**config.mk**
```make
export PLATFORM = sky130hd
export DESIGN_NAME = vedic_pp_sum24
export DESIGN_NICKNAME = d
export VERILOG_FILES = /design/src/rtl/vedic_pp_sum24.sv
export SDC_FILE = /design/constraint.sdc
export NUM_CORES = 1
export LEC_CHECK = 0
export ABC_AREA = 1
export BUFFER_PORTS_ARGS = -buffer_cell sky130_fd_sc_hd__clkbuf_2
export CAP_MARGIN = 10
export CORE_ASPECT_RATIO = 1.5
export CORE_UTILIZATION = 25
export CTS_BUF_LIST = sky130_fd_sc_hd__clkbuf_2 sky130_fd_sc_hd__clkbuf_4 sky130_fd_sc_hd__clkbuf_8
export DETAILED_ROUTE_END_ITERATION = 10
export PLACE_DENSITY = 0.4
export SYNTH_ARGS = -nofsm -noshare
export SYNTH_HDL_FRONTEND = slang
export SYNTH_SLANG_ARGS = --single-unit
```
**constraint.sdc**
```tcl
create_clock -name clk -period 3.5 [get_ports clk]
set_input_delay 0.875 -clock clk [delete_from_list [all_inputs] [get_ports clk]]
set_output_delay 0.875 -clock clk [all_outputs]
set_load 0.005 [all_outputs]
```
**src/rtl/vedic_pp_sum24.sv**
```systemverilog
// Final summation stage of the pipelined 12x12 Vedic multiplier: p = q0 + ((q1+q2)<<6) + (q3<<12).
// Two-stage valid/ready pipeline; define VPP_ROUND_EN to build the rounded 12-bit out_q.
module vedic_pp_sum24 (
  input  logic        clk,
  input  logic        rst,
  input  logic [11:0] q0,
  input  logic [11:0] q1,
  input  logic [11:0] q2,
  input  logic [11:0] q3,
  input  logic        in_valid,
  output logic        in_ready,
  output logic [23:0] out_p,
  output logic [11:0] out_q,
  output logic        out_valid,
  input  logic        out_ready,
  output logic        pp_err
);

  localparam logic [11:0] PP_MAX = 12'd3969;

  logic        s1_valid;
  logic [11:0] s1_q0;
  logic [11:0] s1_q3;
  logic [12:0] s1_mid;
  logic        s1_en;
  logic        s2_en;
  logic        accept;
  logic        pp_bad;
  logic [23:0] p;

  always_comb begin
    s2_en    = !out_valid || out_ready;
    s1_en    = !s1_valid || s2_en;
    in_ready = s1_en;
    accept   = in_valid && s1_en;
    pp_bad   = (q0 > PP_MAX) || (q1 > PP_MAX) || (q2 > PP_MAX) || (q3 > PP_MAX);
    // 24-bit sum gives the same result as a 25-bit sum truncated to 24 bits
    p = {12'b0, s1_q0} + {5'b0, s1_mid, 6'b0} + {s1_q3, 12'b0};
  end

  always_ff @(posedge clk) begin
    if (rst) begin
      s1_valid  <= 1'b0;
      s1_q0     <= '0;
      s1_q3     <= '0;
      s1_mid    <= '0;
      out_valid <= 1'b0;
      out_p     <= '0;
      pp_err    <= 1'b0;
    end else begin
      if (accept) begin
        s1_q0  <= q0;
        s1_q3  <= q3;
        s1_mid <= {1'b0, q1} + {1'b0, q2};
        if (pp_bad) pp_err <= 1'b1;
      end
      if (s1_en) s1_valid <= in_valid;
      if (s2_en) begin
        out_valid <= s1_valid;
        if (s1_valid) out_p <= p;
      end
    end
  end

`ifdef VPP_ROUND_EN
  logic [12:0] q_sum;
  logic [11:0] q_rnd;

  always_comb begin
    q_sum = {1'b0, p[23:12]} + {12'b0, p[11]};
    q_rnd = q_sum[12] ? 12'hFFF : q_sum[11:0];
  end

  always_ff @(posedge clk) begin
    if (rst) begin
      out_q <= '0;
    end else if (s2_en && s1_valid) begin
      out_q <= q_rnd;
    end
  end
`else
  always_comb out_q = '0;
`endif

endmodule

```
* Word-level counts from Yosys, hierarchy flattened
Cells that the tools add are included.
** Operators by class
- Add/sub/neg operators :: 3
- Reduce and logical (&&, ||, !) cells :: 10
- Order comparisons :: 4
** Operator list (number)
- > comparator 12 bit (second input constant) :: 4
- adder 20 x 24 -> 24 bit :: 1
- adder 12 x 19 -> 20 bit :: 1
- adder 12 x 12 -> 13 bit :: 1
- logical OR 1 bit :: 5
- AND reduction 2 bit :: 2
- zero test 1 bit :: 2
- logical AND 1 bit :: 1
** Storage, ports and cells
- Output and inout port bits :: 39
- Register bits after elaboration :: 64

* Logic depth before layout (Yosys ltp)
- Depth after elaboration :: 5
- Gate-level depth with buffers :: 13
- Depth with buffers taken out :: 13

* Worst setup path after synthesis
OpenSTA, ideal clock, no wires.
- Path type :: in2reg
- Start point :: input port q1[0]
- End point :: register s1_mid[6]
- Arrival :: 2.038 ns
- Slack :: 1.353 ns
- Required time :: 3.391 ns
- Stages on the path :: 10
- Cells stage by stage :: ha_1 fa_1 nand3_1 nand2_1 inv_2 o21ai_2 xor2_1 nand2_1 nand2_1 inv_1
** Between the ends
- Cells in the longest elaborated chain, start to end :: 1
** RTL lines
- start: declaration :: line 7 : input logic [11:0] q1,
- adder 12 x 12 -> 13 bit :: line 54 : s1_mid <= {1'b0, q1} + {1'b0, q2};
- end signal: assignment :: line 54
- end: declaration :: line 24 : logic [12:0] s1_mid;
Every way passes these cells.
A chain may end at the register's enable or synchronous reset.

* Worst setup path in the final report
- Start point :: input port q1[4]
- End point :: register s1_mid[9]
The elaborated chain is that of the path after synthesis.

==> metrics.txt <==
final setup violation count=0; P_leak=2.51 nW; hold_ws=0.453 ns; portion of the clock cycle consumed by the worst path in the final layout=0.608; maximum number of pins on one net before global-route repair=43; number of core rows=56; critical-path cell with the highest stage delay=sky130_fd_sc_hd__o21ai_0; count of final max-slew check failures=0; maximum ir drop on the vdd rail=0.000162 V; largest driver fanout on the critical path=5; post-route clock skew=0.0127 ns; share of layout cells above drive strength 1=0.174; number of placed I/O pins=91; leading cell types in the layout, fill and taps excluded=126 x sky130_fd_sc_hd__nand2_1, 122 x sky130_fd_sc_hd__nor2_1, 81 x sky130_fd_sc_hd__inv_1, 78 x sky130_fd_sc_hd__clkbuf_2, 64 x sky130_fd_sc_hd__dfxtp_1; CTS Root Cell=sky130_fd_sc_hd__clkbuf_8; RSZ-0062 raised after global routing=no; top cells by area, synth=sky130_fd_sc_hd__dfxtp_1 31%, sky130_fd_sc_hd__nand2_1 12%, sky130_fd_sc_hd__nor2_1 11%, sky130_fd_sc_hd__ha_1 7.7%, sky130_fd_sc_hd__inv_1 7.5%; power density normalized to cell area=398 nW/um^2; count of flip-flops with a built-in enable after synthesis=0; least setup slack across all paths after layout=1.37 ns; clock transition time at the flip-flop clock pins of the worst setup and hold paths=0.07 ns; Synth Warn #=0; Die Y-Extent=158 microns; die area=16800 sq um; antenna violations before repair=0; Period minus WS final=2.13 ns; die outline width=106 microns; count of vias placed by the detailed router=3949; wire length of the first global-routing pass=18.5 mm; clock tree from TritonCTS=built; CTS H-tree depth=3; clock latency at the later pin of the worst-skew pair=0.35 ns; area post-placement=4600 sq um; sum of routed wire length over all layers=11.2 mm; worst hold path type=reg -> reg; max incr delay on CP=0.38 ns; via/cell ratio=4.32; Num Clock Sinks=64; post-route setup TNS=0 ns; gate count after technology mapping=634; largest buffer count on any clock path=2; leading cell type in the layout, fill and taps excluded=sky130_fd_sc_hd__nand2_1; count of buffering cells on the critical path with inverters included=2; Hold-fix buffers, CTS=0; run status=finished clean; first-pass iteration count of the detailed router=4; type of element capturing the critical path=register; cell occurring most often along the worst timing path=sky130_fd_sc_hd__nand2_1; cell class contributing the biggest share of worst-path delay=simple AND/OR/NAND/NOR gates; Final Hold Viols=0; share of async-settable or async-resettable flops after synthesis=0; initial cell density of the core=0.258; number of gates given a new drive strength after cts=0; required time of the worst setup path=3.74 ns; per-instance average area after synthesis=6.42 sq um; proportion of netlist area held by the largest area contributor=0.315; Post-Place Setup Slack=1.09 ns; overall overflow remaining after global route=0; n_diodes=0; post-synthesis instance area=4070 sq um; Final #Nets=785; dominant register cell in the synthesized netlist=sky130_fd_sc_hd__dfxtp_1; GRT Resource Usage Total=0.141; sequential area share after synthesis=0.315; average wire length per cell after detail routing=12.3 microns; post-route ant nets=0; Fill cells=1781; core outline area=15800 sq um; # Post-CTS Setup Buffers=0; reported max-cap violation count=0; number of design rule violations left after detail routing=0; Power, Total=1.91 mW; hpwl dp=8.88 mm; kind of critical path=in -> reg; layout overhead on the synthesized area=17.9%; library cells used by synthesis=30; final weighted congestion of routability-driven global placement=0.939; detailed router's first-iteration violation count=138; normalized max-slew margin=0.522; WP data arrival=2.37 ns; via count of the first global-routing pass=3743; CTS Buf Count=9; number of input and output port buffers inserted=78; peak clock frequency supported by timing=470 MHz; actual transition at the worst max-transition pin=0.716 ns; post-synthesis sequential element count=64; critical path startpoint category=input pin; crit-path cells=clkbuf_2 > ha_1 > nand2_1 > a21oi_1 > o21ai_0 > nand3_1 > nand2_1 > nand3_1 > nand2_1 > inv_1; cell taking the most area after synthesis=sky130_fd_sc_hd__dfxtp_1; final instance area=4800 sq um
-- registers in the layout (all words and copies together), names as in the netlist --
name       count
out_p         24
out_valid      1
pp_err         1
s1_mid        13
s1_q0         12
s1_q3         12
s1_valid       1
-- worst reg2reg max path: stages, from the launching register on --
cell and delay, ns:
sky130_fd_sc_hd__dfxtp_1 0.35, sky130_fd_sc_hd__ha_1 0.21, sky130_fd_sc_hd__inv_1 0.07, sky130_fd_sc_hd__fa_1 0.40, sky130_fd_sc_hd__nand3b_1 0.17, sky130_fd_sc_hd__nand2_1 0.13, sky130_fd_sc_hd__nand2_1 0.07, sky130_fd_sc_hd__nand2_1 0.11
sky130_fd_sc_hd__nand2_1 0.12, sky130_fd_sc_hd__nand3_1 0.10, sky130_fd_sc_hd__nand3_1 0.09, sky130_fd_sc_hd__nand2_1 0.08, sky130_fd_sc_hd__inv_1 0.03
-- metal layers --
| metal | track usage | share of wire | vias up |
|---|---|---|---|
| li1 | - | - | 2127 |
| met1 | 0.161 | 0.42 | 1722 |
| met2 | 0.255 | 0.52 | 84 |
| met3 | 0.0217 | 0.033 | 16 |
| met4 | 0.0694 | 0.028 | 0 |
| met5 | 0 | 0 | - |
-- path summary, 6_finish.rpt --
kind,startpoint,endpoint,slack [ns],cells after the start
hold / removal,pp_err$_SDFFE_PP0P_,pp_err$_SDFFE_PP0P_,0.45,2
hold reg to reg,pp_err$_SDFFE_PP0P_,pp_err$_SDFFE_PP0P_,0.45,2
setup reg to reg,s1_q0[6]$_SDFFE_PP0P_,out_p[20]$_SDFFE_PP0P_,1.46,12
setup / recovery,q1[4],s1_mid[9]$_SDFFE_PP0P_,1.37,10
-- through the flow --
| step | utilization | cells |
|---|---|---|
| 2_1_floorplan | - | 645 |
| 3_3_place_gp | 0.292 | 898 |
| 3_5_place_dp | 0.292 | 898 |
| 4_1_cts | 0.304 | 914 |
| 5_1_grt | 0.304 | 914 |
| 6_report | 0.304 | 914 |
-- cell families (layout without fill, tap and decap cells) --
family,after synthesis,in the layout,synth area share
compound gates,92,92,0.118
xor+xnor,11,11,0.0237
fa+ha+maj,27,27,0.0867
buf+inv,122,188,0.128
flops,64,64,0.315
other cells,1,12,0.000921
simple gates,317,317,0.328
-- where the power goes --
part / internal (mW) / switching, mW / leakage [nW]
Combinational: 0.168 / 0.272 / 1.89
Clock: 0.339 / 0.310 / 0.0921
Sequential: 0.786 / 0.0350 / 0.530
-- Yosys cell counts (6+ instances only) --
master / count
sky130_fd_sc_hd__buf_2: 11
sky130_fd_sc_hd__o21ai_1: 10
sky130_fd_sc_hd__o21ai_0: 42
sky130_fd_sc_hd__a21oi_1: 33
sky130_fd_sc_hd__nand4_1: 9
sky130_fd_sc_hd__buf_4: 13
sky130_fd_sc_hd__inv_2: 11
sky130_fd_sc_hd__nand2_1: 126
sky130_fd_sc_hd__dfxtp_1: 64
sky130_fd_sc_hd__ha_1: 25
sky130_fd_sc_hd__nand3_1: 40
sky130_fd_sc_hd__inv_1: 81
sky130_fd_sc_hd__clkbuf_1: 6
sky130_fd_sc_hd__nor2_1: 122
sky130_fd_sc_hd__xor2_1: 6
sky130_fd_sc_hd__nand2_2: 7
-- layout make-up --
cell class / count / area (sq um) / share of cell area
sequential: 64 / 1280 / 0.267
timing repair buffer: 80 / 405 / 0.0845
clock inverter: 6 / 70.1 / 0.0146
multi-input combinational: 459 / 2310 / 0.482
clock buffer: 10 / 131 / 0.0274
inverter: 92 / 345 / 0.0720
tap: 203 / 254 / 0.0529
(Power assumes the default switching activity.)
